**config.mk**
```make
export PLATFORM = sky130hd
export DESIGN_NAME = tw_cmul_stream_flat
export DESIGN_NICKNAME = d
export VERILOG_FILES = /design/src/rtl/tw_cmul_stream_if.sv /design/src/rtl/tw_cmul_stream.sv /design/src/flat_wrapper.sv
export SDC_FILE = /design/constraint.sdc
export NUM_CORES = 2
export LEC_CHECK = 0
export BUFFER_PORTS_ARGS = -buffer_cell sky130_fd_sc_hd__buf_4
export CELL_PAD_IN_SITES_DETAIL_PLACEMENT = 1
export CELL_PAD_IN_SITES_GLOBAL_PLACEMENT = 1
export CORE_UTILIZATION = 52
export DETAILED_ROUTE_END_ITERATION = 8
export HOLD_SLACK_MARGIN = 0.06
export PLACE_DENSITY = 0.83
export SETUP_SLACK_MARGIN = 0.02
export SYNTH_ARGS = -nofsm -noshare
export SYNTH_HDL_FRONTEND = slang
export SYNTH_SLANG_ARGS = --single-unit
```
**constraint.sdc**
```tcl
create_clock -name clk -period 7.8 [get_ports clk]
set_input_delay 1.56 -clock clk [delete_from_list [all_inputs] [get_ports clk]]
set_output_delay 1.56 -clock clk [all_outputs]
set_load 0.01 [all_outputs]
```
**src/rtl/tw_cmul_stream_if.sv**
```systemverilog
// Sample stream bundle shared by the input and output sides of tw_cmul_stream.
//   valid : sample qualifier
//   sop   : first sample of a frame, meaningful only while valid=1
//   re/im : signed complex sample, W bits each
// master drives the stream, slave receives it.
interface tw_cmul_stream_if #(
   parameter int unsigned W = 16
);
   logic                valid;
   logic                sop;
   logic signed [W-1:0] re;
   logic signed [W-1:0] im;

   modport master (output valid, output sop, output re, output im);
   modport slave  (input  valid, input  sop, input  re, input  im);
endinterface

```
**src/rtl/tw_cmul_stream.sv**
```systemverilog
// Streaming twiddle-multiply stage.
// Issues a twiddle ROM read (enable + angle pointer) for every accepted input sample, lines the
// sample up with the ROM's one-cycle registered data, forms the complex product, then rounds
// and saturates. Fixed 3-cycle latency from an accepted sample to its output, no backpressure.
//   clk, rst_n      : clock, asynchronous active-low reset
//   in_i            : input sample stream (slave)
//   en_rd_o         : ROM read enable, equals in_i.valid
//   rd_ptr_angle_o  : ROM angle index (0 on sop, else running counter)
//   cos_data_i      : ROM real twiddle, Q2.12, one cycle after en_rd_o
//   sin_data_i      : ROM imaginary twiddle (already -sin), Q2.12, one cycle after en_rd_o
//   out_o           : output sample stream (master)
module tw_cmul_stream #(
   parameter int unsigned ADDR_W         = 7,
   parameter int unsigned word_length    = 16,
   parameter int unsigned word_length_tw = 14,
   parameter int unsigned TW_FRAC        = 12
) (
   input  logic                             clk,
   input  logic                             rst_n,
   tw_cmul_stream_if.slave                  in_i,
   output logic                             en_rd_o,
   output logic        [ADDR_W-1:0]         rd_ptr_angle_o,
   input  logic signed [word_length_tw-1:0] cos_data_i,
   input  logic signed [word_length_tw-1:0] sin_data_i,
   tw_cmul_stream_if.master                 out_o
);

   localparam int unsigned PW = word_length + word_length_tw;  // product width
   localparam int unsigned SW = PW + 1;                        // sum/difference width

   localparam logic signed [SW-1:0] RndHalf = SW'(1) <<< (TW_FRAC - 1);
   localparam logic signed [SW-1:0] SatMax  = (SW'(1) <<< (word_length - 1)) - SW'(1);
   localparam logic signed [SW-1:0] SatMin  = ~SatMax;

   function automatic logic signed [word_length-1:0] sat(input logic signed [SW-1:0] v);
      if (v > SatMax) begin
         return SatMax[word_length-1:0];
      end else if (v < SatMin) begin
         return SatMin[word_length-1:0];
      end
      return v[word_length-1:0];
   endfunction

   // Angle counter
   logic [ADDR_W-1:0] cnt_q, cnt_d, rd_ptr;

   always_comb begin
      rd_ptr = in_i.sop ? '0 : cnt_q;
      // sop takes priority over wrap: pointer 0, counter moves on to 1
      cnt_d  = in_i.valid ? rd_ptr + 1'b1 : cnt_q;
   end

   assign en_rd_o        = in_i.valid;
   assign rd_ptr_angle_o = rd_ptr;

   // S1: sample registered while the ROM word for it is being read
   logic                          vld1_q, sop1_q;
   logic signed [word_length-1:0] a_q, b_q;
   // S2: partial products
   logic                          vld2_q, sop2_q;
   logic signed [PW-1:0]          ac_q, bd_q, ad_q, bc_q;
   logic signed [PW-1:0]          ac_d, bd_d, ad_d, bc_d;
   // S3: rounded, saturated result
   logic                          vld3_q, sop3_q;
   logic signed [word_length-1:0] re_q, im_q, re_d, im_d;
   logic signed [SW-1:0]          re_sum, im_sum, re_rnd, im_rnd;

   always_comb begin
      ac_d = PW'(a_q) * PW'(cos_data_i);
      bd_d = PW'(b_q) * PW'(sin_data_i);
      ad_d = PW'(a_q) * PW'(sin_data_i);
      bc_d = PW'(b_q) * PW'(cos_data_i);
   end

   always_comb begin
      re_sum = SW'(ac_q) - SW'(bd_q);
      im_sum = SW'(ad_q) + SW'(bc_q);
      re_rnd = (re_sum + RndHalf) >>> TW_FRAC;
      im_rnd = (im_sum + RndHalf) >>> TW_FRAC;
      re_d   = sat(re_rnd);
      im_d   = sat(im_rnd);
   end

   always_ff @(posedge clk or negedge rst_n) begin
      if (!rst_n) begin
         cnt_q  <= '0;
         vld1_q <= 1'b0;
         sop1_q <= 1'b0;
         vld2_q <= 1'b0;
         sop2_q <= 1'b0;
         vld3_q <= 1'b0;
         sop3_q <= 1'b0;
         a_q    <= '0;
         b_q    <= '0;
         ac_q   <= '0;
         bd_q   <= '0;
         ad_q   <= '0;
         bc_q   <= '0;
         re_q   <= '0;
         im_q   <= '0;
      end else begin
         cnt_q  <= cnt_d;
         // Qualifier pipeline free-runs; sop is kept only alongside a valid sample
         vld1_q <= in_i.valid;
         sop1_q <= in_i.valid & in_i.sop;
         vld2_q <= vld1_q;
         sop2_q <= sop1_q;
         vld3_q <= vld2_q;
         sop3_q <= sop2_q;
         if (in_i.valid) begin
            a_q <= in_i.re;
            b_q <= in_i.im;
         end
         if (vld1_q) begin
            ac_q <= ac_d;
            bd_q <= bd_d;
            ad_q <= ad_d;
            bc_q <= bc_d;
         end
         if (vld2_q) begin
            re_q <= re_d;
            im_q <= im_d;
         end
      end
   end

   assign out_o.valid = vld3_q;
   assign out_o.sop   = sop3_q;
   assign out_o.re    = re_q;
   assign out_o.im    = im_q;

endmodule

```
**src/flat_wrapper.sv**
```systemverilog
// flat-port wrapper written by rule: the top's interface ports become plain ports
module tw_cmul_stream_flat 
#(
   parameter int unsigned ADDR_W         = 7,
   parameter int unsigned word_length    = 16,
   parameter int unsigned word_length_tw = 14,
   parameter int unsigned TW_FRAC        = 12
)
  (clk, rst_n, en_rd_o, rd_ptr_angle_o, cos_data_i, sin_data_i, in_i_valid, in_i_sop, in_i_re, in_i_im, out_o_valid, out_o_sop, out_o_re, out_o_im);
  tw_cmul_stream_if #(.W(16)) in_i_i ();
  tw_cmul_stream_if #(.W(16)) out_o_i ();
  input  logic clk;
  input  logic rst_n;
  output logic en_rd_o;
  output logic        [ADDR_W-1:0] rd_ptr_angle_o;
  input  logic signed [word_length_tw-1:0] cos_data_i;
  input  logic signed [word_length_tw-1:0] sin_data_i;
  input wire logic [$bits(in_i_i.valid)-1:0] in_i_valid;
  input wire logic [$bits(in_i_i.sop)-1:0] in_i_sop;
  input wire logic [$bits(in_i_i.re)-1:0] in_i_re;
  input wire logic [$bits(in_i_i.im)-1:0] in_i_im;
  output wire logic [$bits(out_o_i.valid)-1:0] out_o_valid;
  output wire logic [$bits(out_o_i.sop)-1:0] out_o_sop;
  output wire logic [$bits(out_o_i.re)-1:0] out_o_re;
  output wire logic [$bits(out_o_i.im)-1:0] out_o_im;
  assign in_i_i.valid = in_i_valid;
  assign in_i_i.sop = in_i_sop;
  assign in_i_i.re = in_i_re;
  assign in_i_i.im = in_i_im;
  assign out_o_valid = out_o_i.valid;
  assign out_o_sop = out_o_i.sop;
  assign out_o_re = out_o_i.re;
  assign out_o_im = out_o_i.im;
  tw_cmul_stream #(.ADDR_W(ADDR_W), .word_length(word_length), .word_length_tw(word_length_tw), .TW_FRAC(TW_FRAC)) u_core (.clk(clk), .rst_n(rst_n), .in_i(in_i_i), .en_rd_o(en_rd_o), .rd_ptr_angle_o(rd_ptr_angle_o), .cos_data_i(cos_data_i), .sin_data_i(sin_data_i), .out_o(out_o_i));
endmodule
```
After elaboration in Yosys (flattened, before gate mapping):

Index checks and enable logic that the tools add are counted.

* register bits: 197
* output and inout port bits: 42
* input bits: 64

* add/subtract/negate cells: 5
* bitwise logic cells: 1
* multipliers: 4
* muxes and demuxes: 11
* order comparisons: 4

Operator list (count)
* multiplier 16 x 14 -> 30 bit: 4
* two-way mux 16 bit: 6
* adder 31 x 13 -> 31 bit, second input constant: 2
* greater-than comparator 19 x 16 -> 1 bit, second input constant: 2
* less-than comparator 19 x 16 -> 1 bit, second input constant: 2
* adder 30 x 30 -> 31 bit: 1
* subtractor 30 x 30 -> 31 bit: 1
* adder 7 x 1 -> 7 bit, second input constant: 1
* two-way mux 7 bit: 1
* two-way mux 1 bit: 4
* bitwise AND 1 bit: 1

Logic depth before layout (Yosys ltp):

* depth in word-level cells: 6
* mapped depth: 26
* gate-level depth less buffers: 25

Worst setup path before layout:

OpenSTA, ideal clock, no wires.

* kind: in2reg
* start point: input port cos_data_i[5]
* end point: register u_core.ac_q[28]
* stages on the path: 24
* setup slack: 210 ps
* arrival time: 7459 ps
* required time: 7669 ps
* buffers on the path: 1
* path through: clkbuf_1 nand2_1 fa_1 inv_1 fa_1 inv_1 fa_1 inv_1 fa_1 fa_1 inv_1 fa_1 inv_1 ha_1 and3_1 and3_1 a31oi_1 o221ai_1 o41a_1 a211o_1 a21o_1 a21oi_1 nor4bb_1 or3_1

* word-level cells in the longest chain between the ends: 1

Ends and longest elaborated chain
* from (decl): RTL line flat_wrapper.sv:16 `input logic signed [word_length_tw-1:0] cos_data_i;`
* multiplier 16 x 14 -> 30 bit: RTL line tw_cmul_stream.sv:69 `ac_d = PW'(a_q) * PW'(cos_data_i);`
* to (signal assigned): RTL line tw_cmul_stream.sv:95 `ac_q <= '0;`
* to (signal assigned): RTL line tw_cmul_stream.sv:115 `ac_q <= ac_d;`
* to (decl): RTL line tw_cmul_stream.sv:61 `logic signed [PW-1:0] ac_q, bd_q, ad_q, bc_q;`

Every way passes these cells.
A chain may end at the register's enable or synchronous reset.

Final worst setup path:

* start point: input port cos_data_i[2]
* end point: register u_core.bc_q[26]

* word-level cells in the longest chain between the ends: 1

Ends and longest elaborated chain
* multiplier 16 x 14 -> 30 bit: RTL line tw_cmul_stream.sv:72 `bc_d = PW'(b_q) * PW'(cos_data_i);`
* to (signal assigned): RTL line tw_cmul_stream.sv:98 `bc_q <= '0;`
* to (signal assigned): RTL line tw_cmul_stream.sv:118 `bc_q <= bc_d;`
* to (decl): RTL line tw_cmul_stream.sv:61

Every way passes these cells.

==> impl_results.md <==
* Setup violators final at 0
* Via Count at 33,200
* Async S/R FF share, synth at 100%
* Core ar. at 83,600 sq um
* WL final at approximately 140,000 microns
* Critical Path Most Common Cell: fa_1
* Startpoint Class: primary input
* Final HPWL DP at 113,000 microns
* Antenna viol nets, final at 0
* Global-route wire length before repair at roughly 220,000 microns
* Cells after synthesis at around 4,700
* Hold crit path type: reg2reg
* Register area at 4930 sq um
* Remaining DRCs at 0
* Nets at 6,161
* Vias/cell at 5.62
* Syn_area_per_cell at 9.42 sq um
* Worst EP arrival at 8.06 ns
* Vias in the first global route at between 30,000 and 40,000
* Seq/Total Area, Yosys at between 10 and 15%
* WL/cell at 23.0 microns
* Final weighted congestion in routability-driven placement at 0.879
* DRT Pass-1 Iters at 6
* CP Capture Type: flip-flop
* Sink Count at 197
* Final Hold Fails at 0
* Yosys reg bits at a little under 200
* Slew @ Worst Pin at 1.29 ns
* Worst path slowest cell: fa_1
* CTS Buf Count at 17
* Initial DRC count at 1,649
* Cell variety after synth at 77
* Multi-input logic area at ~34,000 sq um
* Die Footprint at 85,400 sq um
* Fillers at 9,424
* Die width at 292 microns
* Most frequent cells in the layout: inv_1, fa_1, and2_1
* Crit path required time at 8.22 ns
* Die height at 292 microns
* Num ports at 106
* Crit path buf inv count at 9
* Yosys warnings at 0
* Status: finished, final reports clean
* Clock Latency Late Sink at about 0.52 ns
* Commonest non-fill, non-tap cell in the layout: inv_1
* CP max stage delay at 0.55 ns
* Initial Utilization at 52.4%
* Clock Pin Slew Worst Setup and Hold Paths at 0.09 ns
* GRT Overall Usage at roughly a third
* Rows at 106
* Synthesized cell area at 43,800 sq um
* RSZ-0062 raised after global routing: false
* Cell count after placement at 5,880
* Final Util at 57.3%
* Min Hold Slack at 0.358 ns
* Final Slew Violations at 0
* H-tree Lvls at 4
* Max_slew headroom at 14.1%
* Layout cells sized above 1 at 11.2%
* Synth Flop Type: dfrtp_1
* Root Buffer: clkbuf_16
* Fin crit share at 98.0%
* Post-synth EDFFs at 0
* IO buf count at 105
* Crit path max-delay family: adder cells
* Critical-path maximum fanout at 9
* Initial antenna violation count at 3
* Longest Clk Path Bufs at 2
* Area grow syn2layout at 9.33%
* Worst clock skew at 0.0165 ns
* Fin crit period at around 7.6 ns
* CTS tree: done
* Net Count, Synth at between 5,000 and 6,000
* Final Non-Filler Cells at 5,916
* Aggregate global routing overflow at 0
* Max cap viols at 0
* R2R Setup Slk at approximately 0.40 ns
* Fmax at 0.131 GHz
* Critical path type: in2reg
* Largest net degree at the start of global routing at ~120
[layout make-up]
type	instances	area share, %
sequential	197	10.3
antenna	1	0.00522
clock buffer	19	0.945
timing repair buffer	364	6.00
tap	1080	2.82
multi-input combinational	3163	71.2
clock inverter	13	0.277
inverter	1079	8.45
[path summary, 6_finish.rpt]
check | startpoint | cells past startpoint | to
max in group asynchronous | rst_n | 2 | u_core.ad_q[25]
worst max register to register | u_core.b_q[4] | 26 | u_core.bd_q[25]
worst min register to register | u_core.sop2_q | 0 | u_core.out_o.sop
worst max-delay path | cos_data_i[2] | 26 | u_core.bc_q[26]
worst min-delay path | u_core.sop2_q | 0 | u_core.out_o.sop
min in group asynchronous | rst_n | 1 | u_core.out_o.re[5]
[cells by family (layout without fill, tap and decap cells)]
family / Yosys count / in the layout / synth area share (%)
fa+ha+maj: 1275 / 1275 / 51.4
buf+inv: 1293 / 1475 / 11.1
xor+xnor: 167 / 167 / 3.34
compound gates: 411 / 411 / 6.26
flops: 197 / 197 / 11.3
mux: 114 / 114 / 2.89
simple gates: 1196 / 1196 / 13.7
other cells: 0 / 1 / 0
[cells in the mapped netlist, drive strengths merged, types with 19 or more instances]
cell type,count,share of area [%]
inv,1079,9.2
fa,876,40
and2,470,6.7
nand2,439,3.8
ha,399,11
dfrtp,197,11
clkbuf,195,1.7
nor2,140,1.2
xnor2,125,2.5
a21oi,113,1.3
mux2,99,2.5
o21ai,94,1.1
xor2,42,0.84
a21o,39,0.67
nand2b,36,0.51
a31oi,27,0.42
nor3,25,0.30
nand3,21,0.24
o21a,21,0.36
buf,19,0.21
o21bai,19,0.33
[routing by layer]
layer | vias to the layer above | wire length (microns) | global-route usage [%]
met4 | 4 | 8530 | 19.1
met1 | 17400 | 51900 | 40.4
li1 | 14300 | - | -
met5 | - | 29 | 0
met2 | 1090 | 68100 | 57.3
met3 | 420 | 7660 | 5.07
[flip-flops by register name, indices dropped and copies added, names as in the netlist]
| register | count |
|---|---|
| u_core.vld1_q | 1 |
| u_core.vld2_q | 1 |
| u_core.bd_q | 30 |
| u_core.out_o.valid | 1 |
| u_core.out_o.sop | 1 |
| u_core.cnt_q | 7 |
| u_core.bc_q | 30 |
| u_core.sop2_q | 1 |
| u_core.out_o.re | 16 |
| u_core.out_o.im | 16 |
| u_core.a_q | 16 |
| u_core.sop1_q | 1 |
| u_core.ac_q | 30 |
| u_core.ad_q | 30 |
| u_core.b_q | 16 |
[metrics by stage]
stage | TNS [ns] | setup slack (ns) | area [sq um]
after floorplan | 0 | 0.210 | 43800
after global placement | -1.19 | -0.180 | 47200
after detailed placement | -6.11 | -0.483 | 47200
after CTS | 0 | 0.0544 | 47800
after global routing | 0 | 0.0284 | 47900
final | 0 | 0.158 | 47900
[worst register-to-register path, stage by stage (launching register included)]
cell and delay [ns]:
dfrtp_1 1.14, nand2_1 0.28, fa_1 0.53, fa_1 0.44, inv_1 0.08, fa_1 0.44
fa_1 0.52, fa_1 0.52, inv_1 0.06, fa_1 0.47, inv_1 0.05, ha_1 0.33
a21o_1 0.18, a21o_1 0.22, a21oi_1 0.19, o31ai_1 0.18, nand2_1 0.16, a211oi_1 0.09
buf_4 0.15, o31ai_1 0.30, buf_4 0.19, buf_4 0.11, nand2b_1 0.06, a21oi_1 0.20
xor2_1 0.17, buf_4 0.15, mux2i_1 0.06
[timing repair]
action,in CTS,in global routing
buffers inserted,0,3
hold buffers,0,0
endpoints found under the setup margin,0,13
resized for setup,0,20
Power is left out: the tool's default activity adds up to more than one toggle a clock period on the data nets, which glitch-free logic cannot reach.
